<file path="src/rtl/cpu_pkg.sv">
// rtl/cpu_pkg.sv - shared encodings for the execute controller
//   Instruction opcodes, ALU opcodes, pc_sel encodings, FSM state encoding
//   and the decoded instruction class used between exec_decode and exec_ctrl.
package cpu_pkg;

    typedef enum logic [1:0] {
        ST_IDLE = 2'd0,
        ST_EXEC = 2'd1,
        ST_MEM  = 2'd2,
        ST_WB   = 2'd3
    } state_t;

    localparam logic [3:0] OP_NOP  = 4'b0000;
    localparam logic [3:0] OP_ST   = 4'b0011;
    localparam logic [3:0] OP_ADD  = 4'b0100;
    localparam logic [3:0] OP_INC  = 4'b0101;
    localparam logic [3:0] OP_NEG  = 4'b0110;
    localparam logic [3:0] OP_SUB  = 4'b0111;
    localparam logic [3:0] OP_J    = 4'b1000;
    localparam logic [3:0] OP_BRZ  = 4'b1001;
    localparam logic [3:0] OP_JM   = 4'b1010;
    localparam logic [3:0] OP_BRN  = 4'b1011;
    localparam logic [3:0] OP_LD   = 4'b1110;
    localparam logic [3:0] OP_SVPC = 4'b1111;

    localparam logic [2:0] ALU_ADD  = 3'b100;
    localparam logic [2:0] ALU_NEG  = 3'b010;
    localparam logic [2:0] ALU_SUB  = 3'b001;
    localparam logic [2:0] ALU_PASS = 3'b111;

    localparam logic [1:0] PC_SEL_INC = 2'd0;
    localparam logic [1:0] PC_SEL_RS  = 2'd1;
    localparam logic [1:0] PC_SEL_MEM = 2'd2;

    // Instruction classes: what the FSM needs to know about an opcode.
    typedef enum logic [3:0] {
        CL_NOP  = 4'd0,
        CL_J    = 4'd1,
        CL_BRZ  = 4'd2,
        CL_BRN  = 4'd3,
        CL_ALU  = 4'd4,
        CL_SVPC = 4'd5,
        CL_LD   = 4'd6,
        CL_ST   = 4'd7,
        CL_JM   = 4'd8
    } iclass_t;

    // Classes that complete (pc_we) in their EXEC cycle.
    function automatic logic ends_in_exec(iclass_t c);
        return (c == CL_NOP) || (c == CL_J) || (c == CL_BRZ) || (c == CL_BRN);
    endfunction

endpackage

</file>
<file path="src/rtl/exec_decode.sv">
// rtl/exec_decode.sv - combinational opcode decoder
//   op        : latched instruction opcode (OPW bits, OPW >= 4)
//   cls       : instruction class
//   alu_op    : ALU opcode for the EXEC cycle
//   a_sel     : ALU A source (1 = PC)
//   b_sel     : ALU B source (1 = immediate)
//   upd_flags : instruction loads flag_z/flag_n in EXEC
//   illegal   : opcode is undefined (executed as NOP)
module exec_decode
    import cpu_pkg::*;
#(
    parameter int OPW = 4
) (
    input  logic [OPW-1:0] op,
    output iclass_t        cls,
    output logic [2:0]     alu_op,
    output logic           a_sel,
    output logic           b_sel,
    output logic           upd_flags,
    output logic           illegal
);

    logic [3:0]     op4;
    logic [OPW-1:0] op_hi;

    assign op4   = op[3:0];
    // Any set bit above the 4-bit opcode field makes the opcode undefined.
    assign op_hi = op >> 4;

    always_comb begin
        cls       = CL_NOP;
        alu_op    = ALU_PASS;
        a_sel     = 1'b0;
        b_sel     = 1'b0;
        upd_flags = 1'b0;
        illegal   = 1'b0;
        if (op_hi != '0) begin
            illegal = 1'b1;
        end else begin
            case (op4)
                OP_NOP:  cls = CL_NOP;
                OP_ST:   cls = CL_ST;
                OP_ADD:  begin cls = CL_ALU; alu_op = ALU_ADD; upd_flags = 1'b1; end
                OP_INC:  begin cls = CL_ALU; alu_op = ALU_ADD; b_sel = 1'b1; upd_flags = 1'b1; end
                OP_NEG:  begin cls = CL_ALU; alu_op = ALU_NEG; upd_flags = 1'b1; end
                OP_SUB:  begin cls = CL_ALU; alu_op = ALU_SUB; upd_flags = 1'b1; end
                OP_J:    cls = CL_J;
                OP_BRZ:  cls = CL_BRZ;
                OP_JM:   cls = CL_JM;
                OP_BRN:  cls = CL_BRN;
                OP_LD:   cls = CL_LD;
                OP_SVPC: begin cls = CL_SVPC; alu_op = ALU_ADD; a_sel = 1'b1; b_sel = 1'b1; end
                default: illegal = 1'b1;
            endcase
        end
    end

endmodule

</file>
<file path="src/rtl/exec_ctrl.sv">
// rtl/exec_ctrl.sv - multi-cycle execute controller (IDLE/EXEC/MEM/WB)
//   clk, rst           : clock, synchronous active-high reset
//   instr_valid/op     : instruction offer from fetch; instr_ready in IDLE
//   alu_op/a_sel/b_sel : ALU controls, active in EXEC only
//   alu_z/alu_n        : ALU flags, registered on ADD/INC/NEG/SUB EXEC
//   mem_re/mem_we      : data-memory strobes (MEM)
//   reg_we/wb_sel      : register write-back (WB)
//   pc_we/pc_sel       : PC update on each instruction's final cycle
//   flag_z/flag_n      : registered flags
//   illegal            : one-cycle pulse in EXEC of an undefined opcode
module exec_ctrl
    import cpu_pkg::*;
#(
    parameter int OPW = 4
) (
    input  logic           clk,
    input  logic           rst,
    input  logic           instr_valid,
    input  logic [OPW-1:0] instr_op,
    output logic           instr_ready,
    output logic [2:0]     alu_op,
    output logic           alu_a_sel,
    output logic           alu_b_sel,
    input  logic           alu_z,
    input  logic           alu_n,
    output logic           mem_re,
    output logic           mem_we,
    output logic           reg_we,
    output logic           wb_sel,
    output logic           pc_we,
    output logic [1:0]     pc_sel,
    output logic           flag_z,
    output logic           flag_n,
    output logic           illegal
);

    state_t         state, state_nxt;
    logic [OPW-1:0] op_q;

    iclass_t        dec_cls;
    logic [2:0]     dec_alu_op;
    logic           dec_a_sel;
    logic           dec_b_sel;
    logic           dec_upd_flags;
    logic           dec_illegal;

    exec_decode #(.OPW(OPW)) u_decode (
        .op        (op_q),
        .cls       (dec_cls),
        .alu_op    (dec_alu_op),
        .a_sel     (dec_a_sel),
        .b_sel     (dec_b_sel),
        .upd_flags (dec_upd_flags),
        .illegal   (dec_illegal)
    );

    // State register
    always_ff @(posedge clk) begin
        if (rst) begin
            state <= ST_IDLE;
        end else begin
            state <= state_nxt;
        end
    end

    // Latched opcode and flags. Flags only change on an arithmetic EXEC
    // cycle, so a branch in EXEC always sees the flags from before it.
    always_ff @(posedge clk) begin
        if (rst) begin
            op_q   <= '0;
            flag_z <= 1'b0;
            flag_n <= 1'b0;
        end else begin
            if (state == ST_IDLE && instr_valid) begin
                op_q <= instr_op;
            end
            if (state == ST_EXEC && dec_upd_flags) begin
                flag_z <= alu_z;
                flag_n <= alu_n;
            end
        end
    end

    // Next-state logic
    always_comb begin
        state_nxt = state;
        case (state)
            ST_IDLE: if (instr_valid) state_nxt = ST_EXEC;
            ST_EXEC: begin
                case (dec_cls)
                    CL_ALU, CL_SVPC:    state_nxt = ST_WB;
                    CL_LD, CL_ST, CL_JM: state_nxt = ST_MEM;
                    default:            state_nxt = ST_IDLE;
                endcase
            end
            ST_MEM:  state_nxt = (dec_cls == CL_LD) ? ST_WB : ST_IDLE;
            ST_WB:   state_nxt = ST_IDLE;
            default: state_nxt = ST_IDLE;
        endcase
    end

    // Outputs. Gated by rst so an in-flight instruction emits nothing
    // during the reset cycle itself, not just after the state clears.
    always_comb begin
        instr_ready = 1'b0;
        alu_op      = ALU_PASS;
        alu_a_sel   = 1'b0;
        alu_b_sel   = 1'b0;
        mem_re      = 1'b0;
        mem_we      = 1'b0;
        reg_we      = 1'b0;
        wb_sel      = 1'b0;
        pc_we       = 1'b0;
        pc_sel      = PC_SEL_INC;
        illegal     = 1'b0;
        if (!rst) begin
            case (state)
                ST_IDLE: instr_ready = 1'b1;
                ST_EXEC: begin
                    alu_op    = dec_alu_op;
                    alu_a_sel = dec_a_sel;
                    alu_b_sel = dec_b_sel;
                    illegal   = dec_illegal;
                    if (ends_in_exec(dec_cls)) begin
                        pc_we = 1'b1;
                        case (dec_cls)
                            CL_J:    pc_sel = PC_SEL_RS;
                            CL_BRZ:  pc_sel = flag_z ? PC_SEL_RS : PC_SEL_INC;
                            CL_BRN:  pc_sel = flag_n ? PC_SEL_RS : PC_SEL_INC;
                            default: pc_sel = PC_SEL_INC;
                        endcase
                    end
                end
                ST_MEM: begin
                    case (dec_cls)
                        CL_LD: mem_re = 1'b1;
                        CL_JM: begin
                            mem_re = 1'b1;
                            pc_we  = 1'b1;
                            pc_sel = PC_SEL_MEM;
                        end
                        default: begin
                            mem_we = 1'b1;
                            pc_we  = 1'b1;
                        end
                    endcase
                end
                ST_WB: begin
                    reg_we = 1'b1;
                    wb_sel = (dec_cls == CL_LD);
                    pc_we  = 1'b1;
                end
                default: ;
            endcase
        end
    end

endmodule

</file>
<file path="config.mk">
export PLATFORM = sky130hd
export DESIGN_NAME = exec_ctrl
export DESIGN_NICKNAME = d
export VERILOG_FILES = /design/src/rtl/cpu_pkg.sv /design/src/rtl/exec_decode.sv /design/src/rtl/exec_ctrl.sv
export SDC_FILE = /design/constraint.sdc
export NUM_CORES = 1
export LEC_CHECK = 0
export ABC_AREA = 1
export CAP_MARGIN = 0
export CORE_MARGIN = 2
export CORE_UTILIZATION = 40
export DETAILED_ROUTE_END_ITERATION = 6
export HOLD_SLACK_MARGIN = 0.03
export PLACE_DENSITY_LB_ADDON = 0.1
export SYNTH_ARGS = -nofsm -noshare
export SYNTH_HDL_FRONTEND = slang
export SYNTH_SLANG_ARGS = --single-unit
</file>
<file path="constraint.sdc">
create_clock -name clk -period 1.6 [get_ports clk]
set_clock_uncertainty 0.05 [all_clocks]
set_input_delay 0.48 -clock clk [delete_from_list [all_inputs] [get_ports clk]]
set_output_delay 0.48 -clock clk [all_outputs]
set_load 0.02 [all_outputs]
</file>
==> results.cfg <==
[clock_network]
holdBufCountCts = 0
clockBufferDepth = 2
cts_tree = done
path_clk_slew_ns = 0.06
h-tree-depth = 1
numCtsBuffers = 3
clockRootBuffer = clkbuf_4
cts_sinks = 8
clock_latency_ns = 0.26

[worst_setup_path]
crit_buf_inv = 2
cp.required_ns = 1.07
cp_top_family = simple AND/OR/NAND/NOR gates
end_kind = output pin
path_max_fanout = 4
critPathKind = flip-flop to output pin
path_cells = inv_2 > nor2_4 > nand2_2 > nand2_2 > nand2_2 > nor3b_4 > buf_6
path_common_cell = nand2_2
setup.worst_path.start_class = flip-flop
worstPathArrival_ns = 1.45
cp_slowest_cell = dfxtp_2
max_stage_delay_ns = 0.36

[grt]
grt_pass1_wl_um = 4020
grt_start_max_net_pins = 8
antenna_found_initial = 0
grt_use_total_pct = 28.2
grt_pass1_vias = 910
overflow = 0

[place]
place_worst_setup_slack_ns = -0.980
dp_hpwl_um = 1610
port_buffers = 24
place_congestion = 0.786

[power]
leakagePower_nw = 0.675
combPwrFrac_pct = 48.4
p_seq_share_pct = 31.0
p_total_mw = 0.782
p_sw_share_pct = 36.5
ir_drop_mv = 0.445
p_per_area_mw_per_mm2 = 569
p_sw_mw = 0.286
internal-power_mw = 0.496
p_clk_share_pct = 20.5

[final_layout]
final_cell_mix = buf_4 (42), nand2_1 (9), buf_6 (9)
antenna_cells = 0
drive_above_1_share_pct = 65.9
fin_nets = 180
syn_to_final_growth_pct = 116
final_common_cell = buf_4

[logic_synthesis]
synthAdderAreaFrac_pct = 9.84
avgSynthCellArea_um2 = 6.55
netlist_area_um2 = 636
synth_mux_area_share_pct = 0
synth_top_family_by_area = simple AND/OR/NAND/NOR gates
synthFlopType = dfxtp_1
synth_cells = 97
synth_nets = 111
synth-xor-area-share_pct = 0
yosys_register_bits = 8
synthSimpleGateAreaFrac_pct = 36.4
synth-seq-area-share_pct = 25.2
synth_compound_area_share_pct = 18.1
synth_edf_count = 0
yosysWarnings = 0
synthDistinctLibCells = 21
synthArstFlopShare_pct = 0

[timing]
period_share_pct = 124
hold_viol = 0
timing.fmax_mhz = 506
period_minus_slack_ns = 1.98
maxSlewHeadroom_pct = 84.0
worst_pin_slew_ns = 0.239
rsz0062_at_grt = yes
setup_viol = 14
setup_ws_ns = -0.378
finalMaxSlewViolations = 0

[routing]
detail-route-antenna-nets = 0
avgViaCountPerCell = 5.54
routed_wl_um = 2870
drt_iter0_drc = 36
wl_per_cell_um = 15.9
vias = 998
dr.pass1.iters = 4
drc = 0

[floorplan]
die_w_um = 43.9
start_util_pct = 42.2
core_mm2 = 0.00151
die_h_um = 43.9
row_count = 14
die_area_mm2 = 0.00192
pin_count = 25

[job]
maxCapViolations = 0

[run_status]
status = finished with violations
violations = setup timing

[hold_path]
hold_path_class = flip-flop to flip-flop
==> flip-flops by register name (all words and copies together), names as in the netlist <==
register / flops
op_q: 4
state: 2
flag_n: 1
flag_z: 1
==> cells in the mapped netlist (2+ instances only) <==
cell	number	share of area, %
nand3_2	2	3.1
inv_2	4	2.4
dfxtp_1	8	25
nor2_2	2	2.0
ha_1	5	9.8
nor2_1	8	4.7
inv_1	11	6.5
o21ai_0	7	5.5
nor3_1	2	1.6
nand2_1	15	8.9
a21oi_1	10	7.9
nand3_1	8	6.3
clkinv_2	2	1.6
nand2_2	6	5.9
==> final cells by class <==
type,count,area (µm²)
Clock buffer,3,22.5
Fill cell,64,131
Inverter,17,75.1
Multi-Input combinational cell,72,552
Sequential cell,8,175
Tap cell,16,20.0
Timing Repair Buffer,64,531
==> path summary, 6_finish.rpt <==
check | cells past startpoint | from | slack, ns | endpoint
min | 2 | flag_n | 0.45 | flag_n
max | 7 | op_q[3] | -0.38 | pc_sel[0]
max reg2reg | 7 | state[0] | 0.22 | op_q[3]
min reg2reg | 2 | flag_n | 0.45 | flag_n
==> metrics by stage <==
| step | utilization (%) | hold slack, ns | instances | instance area (µm²) | setup TNS, ns |
|---|---|---|---|---|---|
| 4_1_cts | 85.4 | 0.442 | 176 | 1290 | -2.91 |
| 2_1_floorplan | - | 0.418 | 97 | 667 | -0.0345 |
| 3_5_place_dp | 78.5 | 0.432 | 171 | 1180 | -12.15 |
| 6_report | 91.3 | 0.450 | 180 | 1380 | -3.56 |
| 3_3_place_gp | 78.5 | 0.427 | 171 | 1180 | -11.90 |
| 5_1_grt | 91.3 | 0.476 | 180 | 1380 | -4.01 |
==> tightest hold or removal path: stages, from the launching register on <==
cell and delay, ns:
dfxtp_1 0.31, inv_1 0.08, a21oi_1 0.06
==> what timing repair did <==
| item | CTS | global route |
|---|---|---|
| resized for setup | 104 | 19 |
| pin swaps | 3 | 10 |
| setup buffers | 2 | 5 |
| setup endpoints to repair | 16 | 14 |
| cloned | 0 | 0 |
==> layer usage <==
layer  vias up  track usage, %  wire, µm
li1        455               -         -
met1       451            33.4      1040
met5         -               0         0
met4         0            10.9       180
met2        65            52.4      1450
met3        27            1.25       192
==> kinds of logic (layout without fill, tap and decap cells) <==
logic type / count (synthesis) / after routing
and+or+nand+nor: 46 / 46
AOI/OAI and AO/OA: 21 / 21
buffers and inverters: 17 / 84
DFF: 8 / 8
adders and majority gates: 5 / 5
==> power groups by stage <==
stage	Combinational (mW)	Clock (mW)	Sequential (mW)
final	0.379	0.161	0.243
after global routing	0.399	0.165	0.243
after CTS	0.326	0.157	0.238
after detailed placement	0.294	0	0.238
after global placement	0.287	0	0.238
after floorplan	0.118	0	0.243
No activity file was read; power rests on OpenSTA's default activity.
